<file path="config.mk">
export PLATFORM = sky130hd
export DESIGN_NAME = frame_state_latch
export DESIGN_NICKNAME = d
export VERILOG_FILES = /design/src/rtl/chess_vga_pkg.sv /design/src/rtl/stable_filter.sv /design/src/rtl/frame_state_latch.sv
export SDC_FILE = /design/constraint.sdc
export NUM_CORES = 1
export LEC_CHECK = 0
export ABC_AREA = 1
export BUFFER_PORTS_ARGS = -buffer_cell sky130_fd_sc_hd__buf_2
export CELL_PAD_IN_SITES_DETAIL_PLACEMENT = 2
export CELL_PAD_IN_SITES_GLOBAL_PLACEMENT = 2
export CORE_ASPECT_RATIO = 1.1
export CORE_UTILIZATION = 26
export DETAILED_ROUTE_END_ITERATION = 10
export PLACE_DENSITY_LB_ADDON = 0.1
export REMOVE_ABC_BUFFERS = 1
export SYNTH_ARGS = -nofsm -noshare
export SYNTH_HDL_FRONTEND = slang
export SYNTH_SLANG_ARGS = --single-unit
</file>
<file path="constraint.sdc">
create_clock -name clk_vga -period 1.3 [get_ports clk_vga]
set_clock_uncertainty 0.2 [all_clocks]
set_input_delay 0.065 -clock clk_vga [delete_from_list [all_inputs] [get_ports clk_vga]]
set_output_delay 0.065 -clock clk_vga [all_outputs]
set_load 0.05 [all_outputs]
</file>
<file path="src/rtl/chess_vga_pkg.sv">
// Shared definitions for the VGA-domain game-state path.
package chess_vga_pkg;

    // Frame latch FSM: waiting for a value to settle, settled and already
    // displayed, or settled and waiting for the next frame boundary.
    typedef enum logic [1:0] {
        FL_SETTLING = 2'd0,
        FL_STABLE   = 2'd1,
        FL_PENDING  = 2'd2
    } frame_latch_state_e;

    // Width of a counter that must hold values 0..n inclusive.
    function automatic int FL_CNT_W(input int n);
        return $clog2(n + 1);
    endfunction

endpackage

</file>
<file path="src/rtl/stable_filter.sv">
// Stability filter: tracks the most recent input word and how many
// consecutive edges it has been held. It exposes both the registered
// candidate and the next-edge view, so the frame latch can register its
// state from the same values the filter is about to store.
module stable_filter
    import chess_vga_pkg::*;
#(
    parameter int              bits          = 1,
    parameter int              STABLE_CYCLES = 4,
    parameter logic [bits-1:0] RESET_STATE   = '0
) (
    input  logic            i_clk,
    input  logic            i_rst,
    input  logic [bits-1:0] i_data,
    output logic [bits-1:0] o_cand,
    output logic [bits-1:0] o_cand_nxt,
    output logic            o_stable_nxt
);

    localparam int            CW = FL_CNT_W(STABLE_CYCLES);
    localparam logic [CW-1:0] SC = CW'(STABLE_CYCLES);

    logic [bits-1:0] r_cand;
    logic [bits-1:0] w_cand_nxt;
    logic [CW-1:0]   r_cnt;
    logic [CW-1:0]   w_cnt_nxt;

    // Any change restarts the count; an unchanged word counts up and saturates.
    always_comb begin
        w_cand_nxt = r_cand;
        w_cnt_nxt  = r_cnt;
        if (i_data != r_cand) begin
            w_cand_nxt = i_data;
            w_cnt_nxt  = '0;
        end else if (r_cnt < SC) begin
            w_cnt_nxt = r_cnt + CW'(1);
        end
    end

    // Candidate and counter registers; reset presents the reset word as
    // already qualified so nothing is considered in flight.
    always_ff @(posedge i_clk or posedge i_rst) begin
        if (i_rst) begin
            r_cand <= RESET_STATE;
            r_cnt  <= SC;
        end else begin
            r_cand <= w_cand_nxt;
            r_cnt  <= w_cnt_nxt;
        end
    end

    assign o_cand       = r_cand;
    assign o_cand_nxt   = w_cand_nxt;
    assign o_stable_nxt = (w_cnt_nxt == SC);

endmodule

</file>
<file path="src/rtl/frame_state_latch.sv">
// Frame-coherent latch for synchronized multi-bit game state. A word must
// hold for STABLE_CYCLES edges to qualify, and a qualified word differing
// from the displayed one is only committed on a frame_start pulse.
module frame_state_latch
    import chess_vga_pkg::*;
#(
    parameter int              bits          = 1,
    parameter int              STABLE_CYCLES = 4,
    parameter logic [bits-1:0] RESET_STATE   = '0
) (
    input  logic            clk_vga,
    input  logic            rst,
    input  logic [bits-1:0] state_in,
    input  logic            frame_start,
    output logic [bits-1:0] state_frame,
    output logic            update_pulse,
    output logic            pending
);

    if (STABLE_CYCLES < 1 || STABLE_CYCLES > 255) begin : g_bad_stable_cycles
        $error("frame_state_latch: STABLE_CYCLES must be in 1..255");
    end

    frame_latch_state_e r_state;
    frame_latch_state_e w_state_nxt;
    logic [bits-1:0]    r_state_frame;
    logic [bits-1:0]    w_frame_nxt;
    logic               r_update_pulse;
    logic               w_commit;
    logic [bits-1:0]    w_cand;
    logic [bits-1:0]    w_cand_nxt;
    logic               w_stable_nxt;

    stable_filter #(
        .bits          (bits),
        .STABLE_CYCLES (STABLE_CYCLES),
        .RESET_STATE   (RESET_STATE)
    ) u_filter (
        .i_clk        (clk_vga),
        .i_rst        (rst),
        .i_data       (state_in),
        .o_cand       (w_cand),
        .o_cand_nxt   (w_cand_nxt),
        .o_stable_nxt (w_stable_nxt)
    );

    // Commit uses the registered candidate, so a word arriving on the same
    // edge as frame_start never bypasses its own qualification. The next
    // state is derived from the values all registers will hold after this edge.
    always_comb begin
        w_commit    = frame_start && (r_state == FL_PENDING);
        w_frame_nxt = w_commit ? w_cand : r_state_frame;
        if (!w_stable_nxt) begin
            w_state_nxt = FL_SETTLING;
        end else if (w_cand_nxt == w_frame_nxt) begin
            w_state_nxt = FL_STABLE;
        end else begin
            w_state_nxt = FL_PENDING;
        end
    end

    // FSM, displayed word and one-cycle update strobe.
    always_ff @(posedge clk_vga or posedge rst) begin
        if (rst) begin
            r_state        <= FL_STABLE;
            r_state_frame  <= RESET_STATE;
            r_update_pulse <= 1'b0;
        end else begin
            r_state        <= w_state_nxt;
            r_state_frame  <= w_frame_nxt;
            r_update_pulse <= w_commit;
        end
    end

    assign state_frame  = r_state_frame;
    assign update_pulse = r_update_pulse;
    assign pending      = (r_state == FL_PENDING);

endmodule
</file>
; Yosys cells after proc, flatten, opt, wreduce, memory -nomap -nowiden
; Index checks and enable logic that the tools add are counted.
[word_totals]
ff_bits = 8
latchBits = 0
ramBits = 0
mem_bits_ro = 0
out_inout_bits = 3
elab_cells = 18
memories = 0
[op_classes]
add_sub_neg = 1
n_mul = 0
n_div = 0
order_cmp = 1
n_eq_ne = 4
shifts = 0
muxes = 6
n_bitwise = 0
n_reduce_logical = 1
[op_table]
columns = operator, count
row1 = 3-bit 2-to-1 mux, 2
row2 = 2-bit 2-to-1 mux, 2
row3 = 3-bit by 1-bit adder with 3-bit output (second input constant), 1
row4 = 3-bit == test (second input constant), 1
row5 = 3-bit less-than comparator (second input constant), 1
row6 = 2-bit == test (second input constant), 1
row7 = 1-bit 2-to-1 mux, 2
row8 = 1-bit == test, 1
row9 = 1-bit logical AND, 1
row10 = 1-bit inequality test, 1

; Logic depth before layout (Yosys ltp)
[depth]
depth_word = 6
depth_mapped = 7

; By module
; Synthesis repeated with hierarchy kept, for this count alone.
[unflattened]
hier_cells = 51
hier_area_um2 = 426.7
[modules_own_cells]
columns = module, n_inst, cells_each, area_per_inst_um2, seq_area_each_um2
row1 = stable_filter, 1, 24, 216.5, 101.3
row2 = frame_state_latch, 1, 27, 210.2, 101.3

; Worst setup path before layout
; Ideal clock, no wire load.
[synth_path]
path_type = register to register
from = register u_filter.r_cand, in the netlist u_filter.o_cand
to = register r_state[1]
arrival_ns = 1.021
t_required_ns = 0.985
slack_ns = -0.036
stages_incl_launch_ff = 8
n_path_buf = 0
period_less_slack_ns = 1.336
cell_sequence = dfrtp_1 > inv_1 > ha_1 > inv_1 > nor2_1 > nand2_2 > nand3_2 > nor2_1
[synth_between]
elab_chain_cells = 5
elab_cells_between_ends = 8
[synth_rtl]
columns = item, line_no
row1 = start: declaration, stable_filter.sv:23  ; logic [bits-1:0] r_cand;
row2 = start signal: assignment, stable_filter.sv:47  ; r_cand <= w_cand_nxt;
row3 = 1-bit inequality test, stable_filter.sv:32  ; if (i_data != r_cand) begin
row4 = 1-bit 2-to-1 mux, stable_filter.sv:32
row5 = 1-bit == test, frame_state_latch.sv:55  ; end else if (w_cand_nxt == w_frame_nxt) begin
row6 = 2-bit 2-to-1 mux, frame_state_latch.sv:55
row7 = 2-bit 2-to-1 mux (*), frame_state_latch.sv:53  ; if (!w_stable_nxt) begin
row8 = named net w_state_nxt[1], frame_state_latch.sv:25  ; frame_latch_state_e w_state_nxt;
row9 = end signal: assignment, frame_state_latch.sv:69  ; r_state <= w_state_nxt;
row10 = end: declaration, frame_state_latch.sv:24  ; frame_latch_state_e r_state;
; The timed path passes the listed nets; every way through them passes the cells marked *.

; Worst setup path after layout
[layout_path]
from = register u_filter.r_cnt[0]
to = register r_state[1]
[layout_between]
elab_chain_cells = 5
elab_cells_between_ends = 6
[layout_rtl]
columns = item, line_no
row1 = start: declaration, stable_filter.sv:25  ; logic [CW-1:0] r_cnt;
row2 = start signal: assignment, stable_filter.sv:48  ; r_cnt <= w_cnt_nxt;
row3 = 3-bit by 1-bit adder with 3-bit output / 3-bit less-than comparator (equally long branches), "stable_filter.sv:36, stable_filter.sv:35"
row4 = 3-bit 2-to-1 mux (*), stable_filter.sv:35  ; end else if (r_cnt < SC) begin
row5 = 3-bit 2-to-1 mux (*), stable_filter.sv:32
row6 = 3-bit == test (*), stable_filter.sv:54  ; assign o_stable_nxt = (w_cnt_nxt == SC);
row7 = 2-bit 2-to-1 mux (*), frame_state_latch.sv:53
row8 = named net w_state_nxt[1], frame_state_latch.sv:25
; Marks and branches as above.

==> flow_summary.yaml <==
synth:
  synth_common_cells: "inv_1, nand2_1, nor2_1"
  yosys-top-cells-area: "dfrtp_1, dfstp_2, inv_1, ha_1, nand3_1"
  synth_top_cell_area_share_pct: 36.3
  yosysWarnings: 0
  synth_enable_flop_cells: 0
  ys_seq_area_share_pct: 48.9
  syn_avg_cell_area_um2: 8.45
  synth_area_um2: 414
  yosysTopAreaCell: "dfrtp_1"
  synth.most_common_cell: "inv_1"
  syn-instance-count: 49
  synthFlopType: "dfrtp_1"
  synth-seq-cells: 8
  ys_types: 13
  synthArstFlopShare_pct: 100
clock_network:
  root_buffer: "clkbuf_4"
  htreeDepth: 1
  clk_pin_slew_worst_paths_ps: 60
  tritoncts: "built"
  clk_path_buf_depth: 2
  numCtsBuffers: 3
  cts.sinks: 8
  worstSkewPairLatency_ps: 250
sta:
  fin_crit_sh_pct: 108
  tightestPinTransition_ps: 323
  fmax_mhz: 710
  hold_violations: 0
  final-max-slew-violation-count: 0
  period_minus_slack_ps: 1410
  whs_ps: 82.4
  setup-tns-final_ps: -297
  setup_viol: 3
  finalWorstSetupSlack_ps: -109
  timing.slew.headroom_pct: 78.4
  rsz0062_at_grt: "yes"
critical_path:
  max_stage_delay_ps: 400
  cp_top_family: "simple AND/OR/NAND/NOR gates"
  path_class: "register to register"
  cpMaxStageDelayCell: "dfrtp_1"
  critPathBufInv: 0
  r2r_slack_ps: -110
  critical_path_arrival_ps: 1390
  worst-path-max-fanout: 2
  endpoint_kind: "register"
  startpoint_type: "register"
  critPathRequiredTime_ps: 1280
  crit_chain: "ha_1, nor2_2, nor2_4, nand2_2, nand3_2, nor2_1"
route:
  via_per_inst: 4.69
  postRouteAntennaNets: 0
  via_count: 380
  drt_iter0_drc: 1
  routed_wl_um: 1240
  drc_errors: 0
  drt_pass1_iterations: 2
  wl_per_cell_um: 15.3
power_and_ir_drop:
  power_density_nw_per_um2: 1700
  p_sw_share_pct: 40.6
  irDropWorstVdd_v: 0.000650
  switchingPower_mw: 0.411
  p_leak_nw: 0.309
  internal_power_mw: 0.600
  pwr-share-clk_pct: 19.2
  power_frac_comb_pct: 45.7
  seqPwrFrac_pct: 35.0
floorplanning:
  row_count: 14
  num_io_pins: 7
  core_area_um2: 1420
  die_x_um: 40.1
  dieArea_um2: 1760
  start_util_pct: 29.2
  die_h_um: 43.9
placed_design:
  dp_hpwl_um: 945
  placed_cell_area_um2: 479
  place.port_buffers: 6
  routabilityCongestion: 0.711
  preCtsSetupSlack_ps: -251
global_routing:
  grt_pass1_vias: 444
  antenna_found_initial: 0
  grt_max_degree: 9
  grt_pass1_wl_um: 1960
  grt-ovfl-total: 0
  grt_usage_pct: 17.3
run_status:
  status: "finished, violations left"
  violations: "setup timing"
cells_and_area:
  antenna_cells: 0
  syn_to_final_growth_pct: 43.8
  drive_gt1_share_pct: 49.2
  stdcell_area_um2: 596
  final_nets: 74
min_path:
  min_path_type: "input pin to register"
flow_run:
  maxCapViolCount: 0
==> power by group through the flow <==
stage,Clock (mW),Combinational [mW],Sequential (mW)
floorplan,0,0.197,0.374
global placement,0,0.307,0.344
detailed placement,0,0.345,0.352
CTS,0.201,0.438,0.350
global route,0.220,0.506,0.361
finish,0.194,0.462,0.354
==> state kept, by name, summed over array words and instances (netlist names) <==
name / count
u_filter.o_cand: 1
state_frame: 1
u_filter.r_cnt: 3
update_pulse: 1
r_state: 2
==> routing by layer <==
| metal | vias up | share of wire (%) | global-route usage [%] |
|---|---|---|---|
| met5 | - | 0 | 0 |
| met4 | 0 | 1.9 | 11.0 |
| met2 | 5 | 54 | 28.1 |
| met3 | 2 | 1.4 | 2.05 |
| li1 | 183 | - | - |
| met1 | 190 | 42 | 20.7 |
==> worst reg2reg max path: stages, from the launching register on <==
cell and delay, ps:
dfrtp_1 400, ha_1 310, nor2_2 140, nor2_4 50
nand2_2 70, nand3_2 80, nor2_1 100
==> cells in the final DEF (no fill, tap or decap) <==
master,instances
inv_2,4
dfrtp_1,6
dlygate4sd3_1,2
nor2_4,3
or2_0,1
nor2_2,3
dfstp_2,2
nand3_1,5
buf_4,5
ha_2,1
nand2_1,6
ha_1,1
ha_4,1
clkbuf_4,3
buf_2,5
nand3_2,2
nor2_1,2
nand4_1,2
buf_6,1
inv_1,8
nand2_2,2
==> final timing paths <==
check / start / endpoint / cells past startpoint
setup / recovery: u_filter.r_cnt[0] / r_state[1] / 6
hold / removal: state_in / u_filter.o_cand / 4
setup reg to reg: u_filter.r_cnt[0] / r_state[1] / 6
hold reg to reg: state_frame / state_frame / 2
max in group asynchronous: rst / r_state[0] / 3
min in group asynchronous: rst / u_filter.r_cnt[0] / 3
==> repair_timing <==
| item | in CTS | in global routing |
|---|---|---|
| pin swaps | 6 | 2 |
| setup buffers | 2 | 1 |
| setup endpoints to repair | 5 | 4 |
| gates resized for setup | 11 | 5 |
| endpoints found under the hold margin | 10 | 0 |
| hold buffers | 2 | 0 |
==> cells by family after synthesis <==
logic type	count (synthesis)	synth area share (%)
buffers and inverters	12	10.9
and+or+nand+nor	26	31.1
DFF	8	48.9
adders and majority gates	3	9.06
==> per-stage QoR <==
stage	instances	power (mW)	utilization (%)
6_report	81	1.01	42.0
5_1_grt	81	1.09	42.0
4_1_cts	80	0.989	40.7
3_5_place_dp	73	0.697	33.8
3_3_place_gp	73	0.650	33.8
2_1_floorplan	49	0.571	-
==> area by class of cell <==
type | instances | area (µm²)
Fill cell | 167 | 823
Inverter | 12 | 45.0
Timing Repair Buffer | 13 | 93.8
Sequential cell | 8 | 203
Tap cell | 16 | 20.0
Clock buffer | 3 | 22.5
Multi-Input combinational cell | 29 | 211
No activity file was read; power rests on OpenSTA's default activity.
